--- src/rtl/pc_fetch_unit.sv ---
// Architectural fetch PC and one-per-cycle instruction-fetch request generator.
// Define PC_TRAP_EN to add trap entry/return (trap_valid, trap_pc, mret_valid, epc).
module pc_fetch_unit #(
   parameter int unsigned     XLEN         = 32,
   parameter logic [XLEN-1:0] RESET_VECTOR = '0,
   parameter int unsigned     STEP         = 4,
   parameter logic [XLEN-1:0] TRAP_VECTOR  = 32'h0000_0100
) (
   input  logic            clk,
   input  logic            reset,
   output logic            fetch_valid,
   input  logic            fetch_ready,
   output logic [XLEN-1:0] fetch_addr,
   input  logic            redirect_valid,
   input  logic [XLEN-1:0] redirect_target,
   output logic            flush,
   input  logic            halt,
   output logic            halted,
   output logic            misaligned
`ifdef PC_TRAP_EN
   ,
   input  logic            trap_valid,
   input  logic [XLEN-1:0] trap_pc,
   input  logic            mret_valid,
   output logic [XLEN-1:0] epc
`endif
);

   typedef enum logic [1:0] {S_BOOT, S_RUN, S_HALT} state_e;

   localparam logic [XLEN-1:0] STEP_INC   = XLEN'(STEP);
   localparam logic [XLEN-1:0] ALIGN_MASK = XLEN'(STEP - 1);

   state_e          state_q, state_d;
   logic [XLEN-1:0] pc_q, pc_d;
   logic            fetch_valid_q, fetch_valid_d;
   logic            flush_q, flush_d;
   logic            halted_q, halted_d;
   logic            misaligned_q, misaligned_d;
   logic            accept;
   logic            tgt_misaligned;
`ifdef PC_TRAP_EN
   logic [XLEN-1:0] epc_q, epc_d;
`endif

   assign accept         = fetch_valid_q & fetch_ready;
   assign tgt_misaligned = (redirect_target & ALIGN_MASK) != '0;

   always_comb begin
      pc_d         = pc_q;
      flush_d      = 1'b0;
      misaligned_d = 1'b0;
      state_d      = state_q;
`ifdef PC_TRAP_EN
      epc_d        = epc_q;
      // Fixed priority: trap > mret > redirect; a misaligned redirect becomes a trap.
      if (trap_valid) begin
         epc_d   = trap_pc;
         pc_d    = TRAP_VECTOR;
         flush_d = 1'b1;
      end else if (mret_valid) begin
         pc_d    = epc_q;
         flush_d = 1'b1;
      end else if (redirect_valid && tgt_misaligned) begin
         misaligned_d = 1'b1;
         epc_d        = redirect_target;
         pc_d         = TRAP_VECTOR;
         flush_d      = 1'b1;
      end else if (redirect_valid) begin
         pc_d    = redirect_target;
         flush_d = 1'b1;
      end else if (accept) begin
         pc_d = pc_q + STEP_INC;
      end
`else
      // A misaligned target is rejected outright: PC holds and nothing is flushed.
      if (redirect_valid && tgt_misaligned) begin
         misaligned_d = 1'b1;
      end else if (redirect_valid) begin
         pc_d    = redirect_target;
         flush_d = 1'b1;
      end else if (accept) begin
         pc_d = pc_q + STEP_INC;
      end
`endif

      // In RUN a request is always outstanding, so halt waits for its acceptance.
      case (state_q)
         S_BOOT:  state_d = halt ? S_HALT : S_RUN;
         S_RUN:   if (halt && accept) state_d = S_HALT;
         S_HALT:  if (!halt) state_d = S_RUN;
         default: state_d = S_BOOT;
      endcase

      fetch_valid_d = (state_d == S_RUN);
      halted_d      = (state_d == S_HALT);
   end

   always_ff @(posedge clk or negedge reset) begin
      if (!reset) begin
         state_q       <= S_BOOT;
         pc_q          <= RESET_VECTOR;
         fetch_valid_q <= 1'b0;
         flush_q       <= 1'b0;
         halted_q      <= 1'b0;
         misaligned_q  <= 1'b0;
`ifdef PC_TRAP_EN
         epc_q         <= '0;
`endif
      end else begin
         state_q       <= state_d;
         pc_q          <= pc_d;
         fetch_valid_q <= fetch_valid_d;
         flush_q       <= flush_d;
         halted_q      <= halted_d;
         misaligned_q  <= misaligned_d;
`ifdef PC_TRAP_EN
         epc_q         <= epc_d;
`endif
      end
   end

   assign fetch_valid = fetch_valid_q;
   assign fetch_addr  = pc_q;
   assign flush       = flush_q;
   assign halted      = halted_q;
   assign misaligned  = misaligned_q;
`ifdef PC_TRAP_EN
   assign epc         = epc_q;
`endif

endmodule

--- config.mk ---
export PLATFORM = sky130hd
export DESIGN_NAME = pc_fetch_unit
export DESIGN_NICKNAME = d
export VERILOG_FILES = /design/src/rtl/pc_fetch_unit.sv
export SDC_FILE = /design/constraint.sdc
export NUM_CORES = 1
export LEC_CHECK = 0
export ABC_CLOCK_PERIOD_IN_PS = 2400
export CELL_PAD_IN_SITES_DETAIL_PLACEMENT = 0
export CELL_PAD_IN_SITES_GLOBAL_PLACEMENT = 2
export CORE_MARGIN = 5
export CORE_UTILIZATION = 26
export DETAILED_ROUTE_END_ITERATION = 7
export PLACE_DENSITY = 0.88
export SLEW_MARGIN = 30
export SYNTH_ARGS = -nofsm -noshare
export SYNTH_HDL_FRONTEND = slang
export SYNTH_SLANG_ARGS = --single-unit
--- constraint.sdc ---
create_clock -name clk -period 2.4 [get_ports clk]
set_input_delay 0.48 -clock clk [delete_from_list [all_inputs] [get_ports clk]]
set_output_delay 0.48 -clock clk [all_outputs]
set_load 0.01 [all_outputs]
Yosys cells after proc, flatten, opt, wreduce, memory -nomap -nowiden
Cells that the tools add are included.
{"block": "word_totals", "word_cells": 28, "mem_count": 0, "latchBits": 0, "mem_bits_ro": 0, "mem_bits_rw": 0, "inputBits": 37, "reg_bits": 38}
{"block": "classes", "mul": 0, "n_bitwise": 2, "n_div": 0, "n_shift": 0, "reduce_logical": 6, "muxes": 9, "n_eq_ne": 4, "order_cmp": 0, "add_sub_neg": 1}
{"op": "$mux W32", "n": 2}
{"op": "$add A32 B3 Y32 const B", "n": 1}
{"op": "$reduce_bool A32 Y1", "n": 1}
{"op": "$mux W2", "n": 3}
{"op": "$pmux W2 S3", "n": 1}
{"op": "$eq A2 B1 Y1 const B", "n": 2}
{"op": "$eq A2 B2 Y1 const B", "n": 2}
{"op": "$mux W1", "n": 3}
{"op": "$logic_and A1 B1 Y1", "n": 2}
{"op": "$logic_not A2 Y1", "n": 1}
{"op": "$reduce_and A2 Y1", "n": 1}
{"op": "$reduce_bool A2 Y1", "n": 1}
{"op": "$and A1 B1 Y1", "n": 1}
{"op": "$not A1 Y1", "n": 1}

Depth between registers and ports, before layout
{"block": "depth", "ltp_word": 5, "mapped_depth": 7}

Worst setup path after synthesis
Ideal clock, no wire load.
{"block": "synth_path", "kind": "flip-flop to flip-flop", "from": "reg pc_q[2], in the netlist fetch_addr[2]", "to": "reg pc_q[30], in the netlist fetch_addr[30]", "period_less_slack_ns": 1.983, "path_buffers": 0, "arrival_ns": 1.884, "setup_time_ns": 0.099, "stages_incl_launch_ff": 7, "slack_ns": 0.417, "path_cell_list": "dfrtp_1 ha_1 nand3_1 nand2b_4 or3_4 o311a_1 a311oi_1"}
{"block": "synth_via", "elab_chain_len": 3}
{"element": "start, declared", "line_no": "35", "source": "logic [XLEN-1:0] pc_q, pc_d;"}
{"element": "start signal, assigned", "line_no": "112", "source": "pc_q <= pc_d;"}
{"element": "$add A32 B3 Y32", "line_no": "83", "source": "pc_d = pc_q + STEP_INC;"}
{"element": "$mux W32", "line_no": "82", "source": "end else if (accept) begin"}
{"element": "$mux W32", "line_no": "79", "source": "end else if (redirect_valid) begin"}
Every way passes these cells. The select of a mux whose other input is x is not followed.
A chain may end at the register's enable or synchronous reset.

Worst setup path after layout
Same ends and word-level chain as after synthesis.

==> summary.txt <==
STA
  – Final setup viols: 0
  – RSZ-0062 raised after global routing: false
  – Final hold slack: 0.0942 ns
  – Max Freq: approximately 480 MHz
  – Max-slew headroom: between 70% and 80%
  – Setup TNS Final: 0 ns
  – Hold Vio Cnt, Final: 0
  – Fin crit period: 2.07 ns
  – Worst Tran Pin Value: roughly 0.38 ns
  – Worst Clk Skew: between 0.005 and 0.006 ns
  – Final Cycle Share: between 80% and 90%
  – Slew Limit Fails: 0

Worst setup path
  – CP Launch Type: register
  – Crit Path Class: reg -> reg
  – Critical Path Sink Type: register
  – Crit path buffers/inverters: 0
  – Critical-path top delay cell: dfrtp_1
  – CP max FO: 8
  – CP delay by family, top: simple AND/OR/NAND/NOR gates
  – Worst Setup SP: fetch_addr[2]
  – Worst EP required: ~2.6 ns
  – CP Cell Sequence: ha_1 > nand3_1 > nand2b_4 > or3_4 > o311a_1 > a311oi_1
  – Reg-to-Reg Start: fetch_addr[2]
  – Max stage delay on crit path: 0.48 ns
  – Critical path arrival: ~2.3 ns

Clocking
  – CTS root buffer: clkbuf_8
  – Clk Latency, worst-skew pair: just under 0.3 ns
  – Num CTS Buffers: 5
  – Hold buffers post-CTS: 0
  – Cts repair resizes: 0
  – Clk slew on worst S/H paths: ~0.080 ns
  – CTS H-tree depth: 2
  – CTS tree: done
  – CTS max path bufs: 2
  – Setup Buffers After CTS: 0
  – Clock sinks: 38

Finish
  – Share of layout cells above drive strength 1: a little over an eighth
  – Nets@finish: 370
  – Antenna cells: 0
  – P&R area growth vs syn: 48.0%
  – Filler cells: 841
  – Fin util: 39.4%

Route
  – DR vias/cell: around 5.2
  – First drt pass iteration count: 4
  – Drt drc: 0
  – Antenna-violating nets left: 0
  – DR iter-0 viols: 128
  – Routed vias: 2,290
  – Final wirelength: between 7000 and 8000 um
  – WL/cell: 16.9 um

Placed design
  – Hpwl dp: approximately 5700 um
  – I/O Buffers: a little over 70
  – Routability cong.: between 0.8 and 0.9

Logic synthesis
  – Cell Area, Synth: ~2200 um2
  – Synth top area share: 43.5%
  – Most common cell in the netlist: dfrtp_1
  – Post-synth EDFFs: 0
  – Post-synthesis sequential area ratio: a little over two fifths
  – Cell count after synthesis: 243
  – Syn_nets: about 280
  – Yosys warning total: 0
  – Async SR Flop Fraction: 100%
  – Top cells by area, synth: dfrtp_1 44%, nor2_1 4.5%, a21oi_1 3.7%
  – Most used DFF post-synth: dfrtp_1
  – Post-synth top cells: 38 x dfrtp_1, 26 x nor2_1, 19 x nand2_1
  – Seq cells post-synth: 38
  – Cell taking the most area after synthesis: dfrtp_1
  – Syn Area/Cell: 9.00 um2
  – Netlist cell types: 53

Global routing
  – Global route total overflow: 0
  – First-pass GRT wire length: around 12,000 um
  – Initial antenna violation count: 0
  – Vias in the first global route: about 2,300
  – GRT Overall Usage: 14.8%
  – Largest net degree at the start of global routing: 22

Die
  – Die area: a little over 10,000 um2
  – # rows: 33
  – Die X: ~100 um
  – Initial Utilization: 26.6%
  – CORE AREA: 8220 um2
  – Top Ports: 73
  – Die height: between 100 and 150 um

Worst hold path
  – Worst hold-check path type: in -> async

Pwr
  – Leakage power: approximately 1.3 nW
  – PwrDens: between 700 and 800 nW/um2
  – Max VDD drop: between 0.3 and 0.4 mV

Job
  – Max-cap violations: 0

Outcome
  – Status: completed
path summary, 6_finish.rpt:
| path | slack, ns | cells past startpoint | endpoint |
|---|---|---|---|
| max | 0.33 | 6 | fetch_addr[30] |
| min | 0.09 | 1 | fetch_addr[22] |
| max reg2reg | 0.33 | 6 | fetch_addr[30] |
| min reg2reg | 0.49 | 1 | fetch_addr[1] |
| max in group asynchronous | 1.77 | 2 | fetch_addr[7] |
| min in group clk | 0.49 | 1 | fetch_addr[1] |
routing by layer:
layer | wire, um | vias up | GRT usage [%]
met3 | 439 | 7 | 3.31
li1 | - | 1110 | -
met2 | 3470 | 68 | 23.7
met5 | 0 | - | 0
met4 | 68 | 0 | 4.09
met1 | 3420 | 1105 | 20.0
kinds of logic (layout without fill, tap and decap cells):
family | after synthesis | count (layout) | share of synthesized area [%]
and+or+nand+nor | 108 | 108 | 27.5
adders and majority gates | 1 | 1 | 0.572
DFF | 38 | 38 | 43.5
buffers and inverters | 17 | 107 | 3.72
muxes | 1 | 1 | 0.458
AOI/OAI and AO/OA | 78 | 78 | 24.2
worst register-to-register path, stage by stage (launching register included):
cell and delay, ns:
dfrtp_1 0.48, ha_1 0.25, nand3_1 0.11, nand2b_4 0.20
or3_4 0.40, o311a_1 0.30, a311oi_1 0.24
per-stage QoR:
stage	setup slack [ns]	instance area (um2)	instances	total power [mW]
2_1_floorplan	0.417	2190	243	1.39
6_report	0.333	3240	438	2.38
3_3_place_gp	0.0662	3140	430	1.92
5_1_grt	0.207	3240	438	2.53
4_1_cts	0.314	3240	438	2.41
3_5_place_dp	0.0277	3140	430	1.93
power by group:
part           internal [mW]  switching, mW
clock                  0.231          0.236
sequential             0.787          0.238
combinational          0.489          0.395
layout make-up:
cell class | instances | area (um2) | share of cell area (%)
Sequential cell | 38 | 951 | 29.4
Inverter | 4 | 16.3 | 0.503
Clock buffer | 6 | 82.6 | 2.55
Timing Repair Buffer | 95 | 888 | 27.5
Tap cell | 105 | 131 | 4.06
Multi-Input combinational cell | 188 | 1150 | 35.7
Clock inverter | 2 | 12.5 | 0.387
flip-flops by register name, indices dropped and copies added (netlist names):
name / flops
misaligned: 1
flush: 1
fetch_addr: 32
fetch_valid: 1
halted: 1
state_q: 2
cells in the final DEF (no fill, tap or decap), types with 3 or more instances in the layout:
cell type        instances
nor3_1                   7
inv_1                    3
a22oi_1                  7
and3_1                   5
clkbuf_8                 6
or3_1                    3
o21ai_0                 16
nand4_2                  3
nand3_1                 16
a21oi_1                 16
o22ai_1                  4
nand2_1                 19
clkdlybuf4s50_1         71
buf_4                   23
dfrtp_1                 38
o311ai_0                 3
and2_1                   5
nand4_1                  9
a211oi_1                 7
nor2_1                  26
a311oi_1                 6
Note: power is estimated with default switching activity, not from simulation.
